**config.mk**
```make
export PLATFORM = sky130hd
export DESIGN_NAME = pc_gen
export DESIGN_NICKNAME = d
export VERILOG_FILES = /design/src/rtl/pc_gen_pkg.sv /design/src/rtl/pc_btb.sv /design/src/rtl/pc_gen.sv
export SDC_FILE = /design/constraint.sdc
export NUM_CORES = 1
export LEC_CHECK = 0
export ABC_AREA = 1
export CAP_MARGIN = 20
export CORE_UTILIZATION = 45
export DETAILED_ROUTE_END_ITERATION = 16
export DONT_BUFFER_PORTS = 1
export GPL_TIMING_DRIVEN = 0
export MAX_ROUTING_LAYER = met4
export SETUP_SLACK_MARGIN = 0.3
export SYNTH_ARGS = -nofsm -noshare
export SYNTH_HDL_FRONTEND = slang
export SYNTH_SLANG_ARGS = --single-unit
```
**constraint.sdc**
```tcl
create_clock -name clk_i -period 9.85 [get_ports clk_i]
set_input_delay 1.97 -clock clk_i [delete_from_list [all_inputs] [get_ports clk_i]]
set_output_delay 1.97 -clock clk_i [all_outputs]
set_load 0.05 [all_outputs]
```
**src/rtl/pc_gen_pkg.sv**
```systemverilog
// pc_gen_pkg: shared constants, counter encodings and counter update helper for the fetch-address generator
package pc_gen_pkg;

    localparam int DEF_ADDR_WIDTH = 32;
    localparam logic STOP = 1'b1;

    typedef logic [1:0] cnt_t;

    localparam cnt_t CNT_SNT = 2'b00;
    localparam cnt_t CNT_WNT = 2'b01;
    localparam cnt_t CNT_WT  = 2'b10;
    localparam cnt_t CNT_ST  = 2'b11;

    function automatic cnt_t cnt_step(cnt_t c, logic taken);
        return taken ? (c == CNT_ST ? c : c + 2'd1) : (c == CNT_SNT ? c : c - 2'd1);
    endfunction

endpackage

```
**src/rtl/pc_btb.sv**
```systemverilog
// pc_btb: direct-mapped branch target buffer with 2-bit counters, one lookup and one update port
module pc_btb
    import pc_gen_pkg::*;
#(
    parameter int AW    = DEF_ADDR_WIDTH,
    parameter int DEPTH = 8
) (
    input  logic          clk,
    input  logic          rst,
    input  logic [AW-1:2] pc,
    output logic          hit_taken,
    output logic [AW-1:0] target,
    input  logic          upd_valid,
    input  logic [AW-1:2] upd_pc,
    input  logic [AW-1:0] upd_target,
    input  logic          upd_taken
);
    localparam int IDX_W = $clog2(DEPTH);
    localparam int TAG_W = AW - IDX_W - 2;

    logic [DEPTH-1:0] valid;
    logic [TAG_W-1:0] tags [DEPTH];
    logic [AW-1:0]    targets [DEPTH];
    cnt_t             cnts [DEPTH];
    logic [IDX_W-1:0] idx, uidx;
    logic [TAG_W-1:0] tag, utag;
    logic             uhit;

    assign idx       = pc[IDX_W+1:2];
    assign tag       = pc[AW-1:IDX_W+2];
    assign uidx      = upd_pc[IDX_W+1:2];
    assign utag      = upd_pc[AW-1:IDX_W+2];
    assign hit_taken = valid[idx] && tags[idx] == tag && cnts[idx] >= CNT_WT;
    assign target    = targets[idx];
    assign uhit      = valid[uidx] && tags[uidx] == utag;

    // Valid bits: cleared by reset, set when a taken branch allocates a missing entry
    always_ff @(posedge clk or posedge rst) begin
        if (rst)
            valid <= '0;
        else if (upd_valid && upd_taken && !uhit)
            valid[uidx] <= 1'b1;
    end

    // Entry payload: hits train the counter (target refreshed on taken), taken misses allocate weak-taken
    always_ff @(posedge clk) begin
        if (upd_valid && (uhit || upd_taken)) begin
            tags[uidx] <= utag;
            cnts[uidx] <= uhit ? cnt_step(cnts[uidx], upd_taken) : CNT_WT;
            if (upd_taken)
                targets[uidx] <= upd_target & ~AW'(3);
        end
    end

endmodule

```
**src/rtl/pc_gen.sv**
```systemverilog
// pc_gen: IF-stage fetch address generator with redirects, sticky stalled redirects and BTB prediction
module pc_gen
    import pc_gen_pkg::*;
#(
    parameter int                    ADDR_WIDTH   = DEF_ADDR_WIDTH,
    parameter logic [ADDR_WIDTH-1:0] RESET_VECTOR = '0,
    parameter int                    BTB_DEPTH    = 8
) (
    input  logic                  clk_i,
    input  logic                  rst_i,
    input  logic [5:0]            stall_i,
    input  logic                  trap_i,
    input  logic [ADDR_WIDTH-1:0] trap_pc_i,
    input  logic                  flush_jump_i,
    input  logic [ADDR_WIDTH-1:0] new_pc_i,
    input  logic                  upd_valid_i,
    input  logic [ADDR_WIDTH-1:0] upd_pc_i,
    input  logic [ADDR_WIDTH-1:0] upd_target_i,
    input  logic                  upd_taken_i,
    output logic [ADDR_WIDTH-1:0] pc_o,
    output logic                  ce_o,
    output logic                  pred_taken_o
);
    localparam logic [ADDR_WIDTH-1:0] MASK = ~ADDR_WIDTH'(3);

    logic                  stop, redirect, pend_valid, btb_taken, unused_stall;
    logic [ADDR_WIDTH-1:0] redir_pc, pend_pc, btb_target, next_pc;

    assign stop         = stall_i[0] == STOP;
    assign unused_stall = ^stall_i[5:1];
    assign redirect     = trap_i | flush_jump_i;
    assign redir_pc     = (trap_i ? trap_pc_i : new_pc_i) & MASK;
    assign pred_taken_o = ce_o & btb_taken;

    pc_btb #(.AW(ADDR_WIDTH), .DEPTH(BTB_DEPTH)) u_btb (
        .clk        (clk_i),
        .rst        (rst_i),
        .pc         (pc_o[ADDR_WIDTH-1:2]),
        .hit_taken  (btb_taken),
        .target     (btb_target),
        .upd_valid  (upd_valid_i),
        .upd_pc     (upd_pc_i[ADDR_WIDTH-1:2]),
        .upd_target (upd_target_i),
        .upd_taken  (upd_taken_i)
    );

    // Next-PC priority: redirect, stall hold, pending redirect, predicted target, sequential
    always_comb begin
        next_pc = redirect ? redir_pc :
                  stop ? pc_o :
                  pend_valid ? pend_pc :
                  pred_taken_o ? btb_target : pc_o + ADDR_WIDTH'(4);
    end

    // PC, fetch enable and pending redirect; a redirect taken under stall stays pending until release
    always_ff @(posedge clk_i or posedge rst_i) begin
        if (rst_i) begin
            ce_o       <= 1'b0;
            pc_o       <= RESET_VECTOR & MASK;
            pend_valid <= 1'b0;
            pend_pc    <= '0;
        end else if (!ce_o) begin
            ce_o <= 1'b1;
        end else begin
            pc_o <= next_pc;
            if (redirect) begin
                pend_pc    <= redir_pc;
                pend_valid <= stop;
            end else if (!stop) begin
                pend_valid <= 1'b0;
            end
        end
    end

endmodule

```
* Word-level counts from Yosys, hierarchy flattened
Memories as Yosys holds them, arrays and structs flattened.
Cells that the tools add are included.
** Word-level totals
- Memories kept :: 3
- Input port bits :: 140
- Output and inout bits :: 34
- RAM bits :: 472
- Register bits :: 72
** Cells by class
- Bitwise logic cells :: 3
- Reduce and logical (&&, ||, !) cells :: 12
- Add/subtract/negate cells :: 3
- Equal/unequal tests :: 4
- Muxes and demuxes :: 22
- $lt $le $gt $ge :: 4
** Memory list
- u_btb.targets :: depth 8, bits a word 30, rd ports 1, clocked after memory_dff 0, wr ports 1, line pc_btb.sv:23 : logic [AW-1:0] targets [DEPTH];
- u_btb.tags :: depth 8, bits a word 27, rd ports 2, clocked after memory_dff 0, wr ports 1, line pc_btb.sv:22 : logic [TAG_W-1:0] tags [DEPTH];
- u_btb.cnts :: depth 8, bits a word 2, rd ports 2, clocked after memory_dff 0, wr ports 1, line pc_btb.sv:24 : cnt_t cnts [DEPTH];
** Operators by type and width (number)
- 2-to-1 mux 32 bit :: 5
- equality test 27 bit :: 2
- adder 32 x 3 -> 32 bit, second input constant :: 1
- 2-to-1 mux 1 bit :: 10
- < comparator 3 x 4 -> 1 bit, second input constant :: 2
- 2-to-1 mux 2 bit :: 4
- OR 8 bit :: 1
- logical AND 1 bit :: 7
- binary-select mux 1 bit (select 3 bit) :: 2
- AND reduction 2 bit :: 2
- demux 1 bit (select 3 bit) :: 1
- greater-or-equal comparator 3 x 1 -> 1 bit, second input constant :: 1
- adder 2 x 1 -> 2 bit, second input constant :: 1
- equality test 2 bit, second input constant :: 1
- greater-or-equal comparator 2 bit, second input constant :: 1
- zero test 2 bit :: 1
- inequality test 2 x 1 -> 1 bit, second input constant :: 1
- subtractor 2 x 1 -> 2 bit, second input constant :: 1
- bitwise AND 1 bit :: 1
- zero test 1 bit :: 1
- logical OR 1 bit :: 1
- OR 1 bit :: 1

* Logic depth before layout (Yosys ltp)
- Depth in word-level cells :: 9
- Gate-level depth with buffers :: 22
- Depth with buffers taken out :: 18

* By module
From an unflattened synthesis, not the netlist that was laid out.
** Unflattened totals
- Cell total of the unflattened synthesis :: 2925
- Area, all modules :: 26769.4 um^2
** Modules (own cells, without submodules)
- pc_btb :: cells each 2192, sequential area each 14373.8 um^2, area each 22191.3 um^2, instances 1
- pc_gen :: cells each 733, sequential area each 1601.5 um^2, area each 4578.1 um^2, instances 1

* Least setup slack after synthesis
No wires, ideal clock.
- Path type :: input-to-reg
- Start :: input port upd_pc_i[2]
- End :: memory u_btb.cnts[3][0] in the netlist's numbering, enable pin
- Setup slack :: 4.403 ns
- Cell stages on the path :: 13
- Arrival time :: 5.022 ns
- Path buffers :: 3
- Library setup time :: 0.425 ns
- Path through :: buf_4 > inv_1 > buf_2 > nand2_2 > buf_4 > o21ai_0 > a221oi_1 > nand3_1 > a21oi_1 > nand2_1 > nor2_2 > nand3_2 > a21oi_1
** On the way
- Longest elaborated chain between the ends :: 7
- Elaborated cells on any way between the ends :: 9
- Classes of those cells :: eq/ne: 1; mux: 4; reduce/logical: 3; memory: 1
** Ends and longest elaborated chain
- start, declared :: line pc_gen.sv:17 : input logic [ADDR_WIDTH-1:0] upd_pc_i,
- memory read (8 x 27 bit) or binary-select mux 1 bit (select 3 bit) (tied branches)
- equality test 27 bit or 2-to-1 mux 1 bit (tied branches) :: line pc_btb.sv:35 : assign uhit = valid[uidx] && tags[uidx] == utag;
- logical AND 1 bit :: line pc_btb.sv:35
- logical OR 1 bit :: line pc_btb.sv:47 : if (upd_valid && (uhit || upd_taken)) begin
- logical AND 1 bit :: line pc_btb.sv:47
- 2-to-1 mux 1 bit :: line pc_btb.sv:47
- 2-to-1 mux 1 bit :: line pc_btb.sv:49 : cnts[uidx] <= uhit ? cnt_step(cnts[uidx], upd_taken) : CNT_WT;
- end, declared :: line pc_btb.sv:24
Parallel ways exist; a longest one is shown, timed or not. The select of a mux whose other input is x is not followed.

* Final worst setup path
- Start :: register pc_o[3]
- End :: output port pred_taken_o
** On the way
- Longest elaborated chain between the ends :: 5
- Elaborated cells on any way between the ends :: 9
- Classes of those cells :: order compare: 1; eq/ne: 1; mux: 2; bitwise: 1; reduce/logical: 2; memory: 2
** Ends and longest elaborated chain
- start, declared :: line pc_gen.sv:20 : output logic [ADDR_WIDTH-1:0] pc_o,
- start signal, assigned :: line pc_gen.sv:59 : pc_o <= RESET_VECTOR & MASK;
- start signal, assigned :: line pc_gen.sv:65 : pc_o <= next_pc;
- memory read (8 x 27 bit) or binary-select mux 1 bit (select 3 bit) (tied branches)
- equality test 27 bit or 2-to-1 mux 1 bit (tied branches) :: line pc_btb.sv:33 : assign hit_taken = valid[idx] && tags[idx] == tag && cnts[idx] >= CNT_WT;
- logical AND 1 bit :: line pc_btb.sv:33
- logical AND 1 bit * :: line pc_btb.sv:33
- bitwise AND 1 bit * :: line pc_gen.sv:33 : assign pred_taken_o = ce_o & btb_taken;
- end, declared :: line pc_gen.sv:22 : output logic pred_taken_o
Every way passes the cells marked *; elsewhere a longest branch is shown, timed or not. The select of a mux whose other input is x is not followed.

==> results.md <==
* Die area at 59,600 µm²
* WL per Instance at 25.4 µm
* Area Overhead vs Synth at 14.2%
* Global-route wire length before repair at 136,000 µm
* GPL Wtd Cong at 0.947
* Via Count at 21,200
* Peak Freq at 156 MHz
* Max-cap check violation count at 0
* CORE AREA at 57,800 µm²
* Cts hold-fix bufs at 0
* Arrival time at the worst endpoint at 4.46 ns
* Average size of a mapped cell at 9.49 µm²
* Design area at 30,100 µm²
* Synth cell types at 46
* Post-placement setup slack at 3.24 ns
* Initial Utilization at 45.6%
* Sequential share of the synthesized area at 60.4%
* GR peak layer: met2
* Outcome: finished, final reports clean
* Mux contribution to synthesized area at 1.19%
* Max Slew Vio Count at 0
* Port Buf Inserts at 0
* Iteration-0 DRC count of the detailed router at 2,503
* Share of cells above drive strength 1 at 9.47%
* Setup bufs post-CTS at 0
* Gr usage total at 32.2%
* Period utilization at 65.3%
* Ranking of synthesized cells by area: edfxtp_1, nand2_1, dfrtp_1, nand3_1, nor2_1
* Clk root buf: clkbuf_16
* Yosys Warn Count at 0
* Pwr Density at 209 nW/µm²
* M1 GR Usage at 41.7%
* Die Ht at 244 µm
* Post-Route Skew at 0.0570 ns
* EDFF count, synth at 472
* Nets@finish at 3,005
* Gate Count Post-Synth at 2,779
* CP Class: reg2out
* Crit start category: flip-flop
* Adder-Cell Fraction of Synth Area at 0.0474%
* Final hold viol count at 0
* Top cell type by total area after synthesis: edfxtp_1
* Global-route met2 utilization at 50.2%
* Worst R2R Setup Slack at 5.36 ns
* DP HPWL at 66,400 µm
* CTS resizes at 0
* CTS tree: done
* CP required at 7.88 ns
* Synth Area in Compound Gates at 9.60%
* DP Area at 28,000 µm²
* Chip Width at 244 µm
* Endpoint class of the critical path: output port
* Pin count of the biggest net entering global routing at 63
* Post-synth top cells: nand2_1, edfxtp_1, nand3_1
* Pre-antenna DRT Iters at 6
* Least-Margin Pin Slew at 1.16 ns
* Initial antenna violation count at 1
* Worst path setup slack after routing at 3.42 ns
* Leak at 12.0 nW
* Most common cell in the synthesized netlist: nand2_1
* Slew margin rel. at 22.8%
* # clock sinks at 542
* Xor and xnor fraction of the mapped netlist area at 0.996%
* Worst Hold Class: reg2reg
* Clk slew on worst S/H paths at 0.06 ns
* Cell Area, Synth at 26,400 µm²
* Fin crit period at 6.43 ns
* RSZ-0062 raised after global routing: false
* Inserted Clock Buffers at 59
* Worst-Skew Late Latency at 0.67 ns
* FFs w/ async S/R, synth at 12.9%
* Largest family of logic cells by synthesized area: simple AND/OR/NAND/NOR gates
* Number of global-route vias before repair at 20,400
* Setup_tns at 0 ns
* # setup viols final at 0
* GRT Residual Overflow at 0
* CTS H-tree depth at 2
* Synthesized flop and latch total at 542
* WL final at 93,300 µm
* Number of vias per cell at 5.77
* Clk buf depth at 3
* Remaining antenna violation count at 0
* Core Rows at 88
* Ys flop type: edfxtp_1
* Top cell type's share of synthesized area at 53.7%
* DRC viols at 0
* Met3 Track Usage GR at 5.23%
* Top Ports at 174
* Worst vdd ir at 230 µV
* Crit Path Max Fanout at 10
* Post-Synth Simple-Gate Area at 21.3%
worst max-delay path: stages, from the launching register on:
cell and delay, ns:
dfrtp_1 0.91, buf_2 0.46, buf_1 0.90, nand2_1 0.13, nand3_1 0.32, nand2_1 0.08
nand2_1 0.12, nand2_1 0.07, nor2_1 0.08, nand2_1 0.05, nor2_1 0.14, nand2_2 0.17
nor2_8 0.32
flip-flops by register name, indices dropped and copies added, names as in the netlist:
| name | count |
|---|---|
| u_btb.targets | 240 |
| u_btb.tags | 216 |
| pc_o | 30 |
| pend_pc | 30 |
| u_btb.cnts | 16 |
| u_btb.valid | 8 |
| ce_o | 1 |
| pend_valid | 1 |
per-layer routing:
layer / share of wire, % / vias up
met5: 0 / -
li1: - / 9663
met1: 41 / 10300
met4: 4.8 / 0
met2: 46 / 1068
met3: 8.3 / 235
layout make-up:
class	count	area [µm²]
Fill cell	5177	27700
Timing Repair Buffer	23	493
Buffer	154	772
Antenna cell	1	2.50
Sequential cell	542	15900
Inverter	248	933
Clock buffer	74	1650
Multi-Input combinational cell	1836	8910
Clock inverter	36	499
Tap cell	765	957
cell families (layout without fill, tap and decap cells):
group                    count (synthesis)  count (layout)
adder cells (fa/ha/maj)                  1               1
flip-flops                             542             542
buffers and inverters                  402             535
other                                    2               4
AO/OA/AOI/OAI                          423             423
multiplexers                            30              30
XOR/XNOR                                30              30
AND/OR/NAND/NOR                       1349            1349
report_power, final:
group | switching (mW) | internal [mW] | leakage [nW]
Clock | 0.967 | 1.45 | 1.04
Sequential | 0.173 | 2.58 | 5.07
Combinational | 0.795 | 0.325 | 5.87
through the flow:
step                utilization (%)  power [mW]  std cells  hold WS [ns]
global route                   52.1        6.48       3679         0.510
finish                         52.1        6.29       3679         0.492
floorplan                         -        3.43       2780         0.447
CTS                            52.1        6.28       3676         0.489
detailed placement             48.4        3.89       3566         0.474
global placement               47.3        3.87       3545         0.467
worst paths after layout:
kind / depth (start not counted) / startpoint / end
min: 2 / pend_pc[18] / pend_pc[18]
max reg2reg: 15 / pc_o[3] / pc_o[22]
max in group asynchronous: 2 / rst_i / pend_pc[18]
max: 12 / pc_o[3] / pred_taken_o
min in group asynchronous: 1 / rst_i / pend_pc[28]
min reg2reg: 2 / pend_pc[18] / pend_pc[18]
cells in the final DEF, fill, tap and decap left out, types with 4 or more instances in the layout:
cell type / synthesis / final
clkbuf_8: 0 / 5
nand3b_1: 5 / 5
buf_12: 0 / 12
inv_1: 242 / 241
buf_1: 19 / 19
mux2_2: 10 / 10
nor2_4: 2 / 10
a21oi_2: 20 / 20
mux2i_1: 20 / 20
xor2_1: 27 / 27
clkinv_2: 0 / 10
or2_2: 21 / 21
nand4_1: 14 / 14
o21ai_1: 20 / 20
clkbuf_1: 63 / 70
clkinv_1: 1 / 9
nand3_1: 286 / 286
edfxtp_1: 472 / 472
o221ai_1: 10 / 10
clkbuf_16: 0 / 62
nand2_1: 732 / 732
bufinv_16: 0 / 10
nor3_1: 13 / 13
buf_8: 0 / 4
buf_2: 50 / 50
a221oi_1: 43 / 43
buf_16: 0 / 7
a21oi_1: 106 / 98
inv_2: 5 / 5
o22ai_1: 59 / 59
a21o_1: 15 / 15
a21oi_4: 0 / 8
buf_4: 9 / 9
o21ai_0: 140 / 140
clkinvlp_4: 0 / 4
buf_6: 13 / 13
nor2_1: 260 / 252
dfrtp_1: 70 / 70
Power figures use the tool's default switching activity.
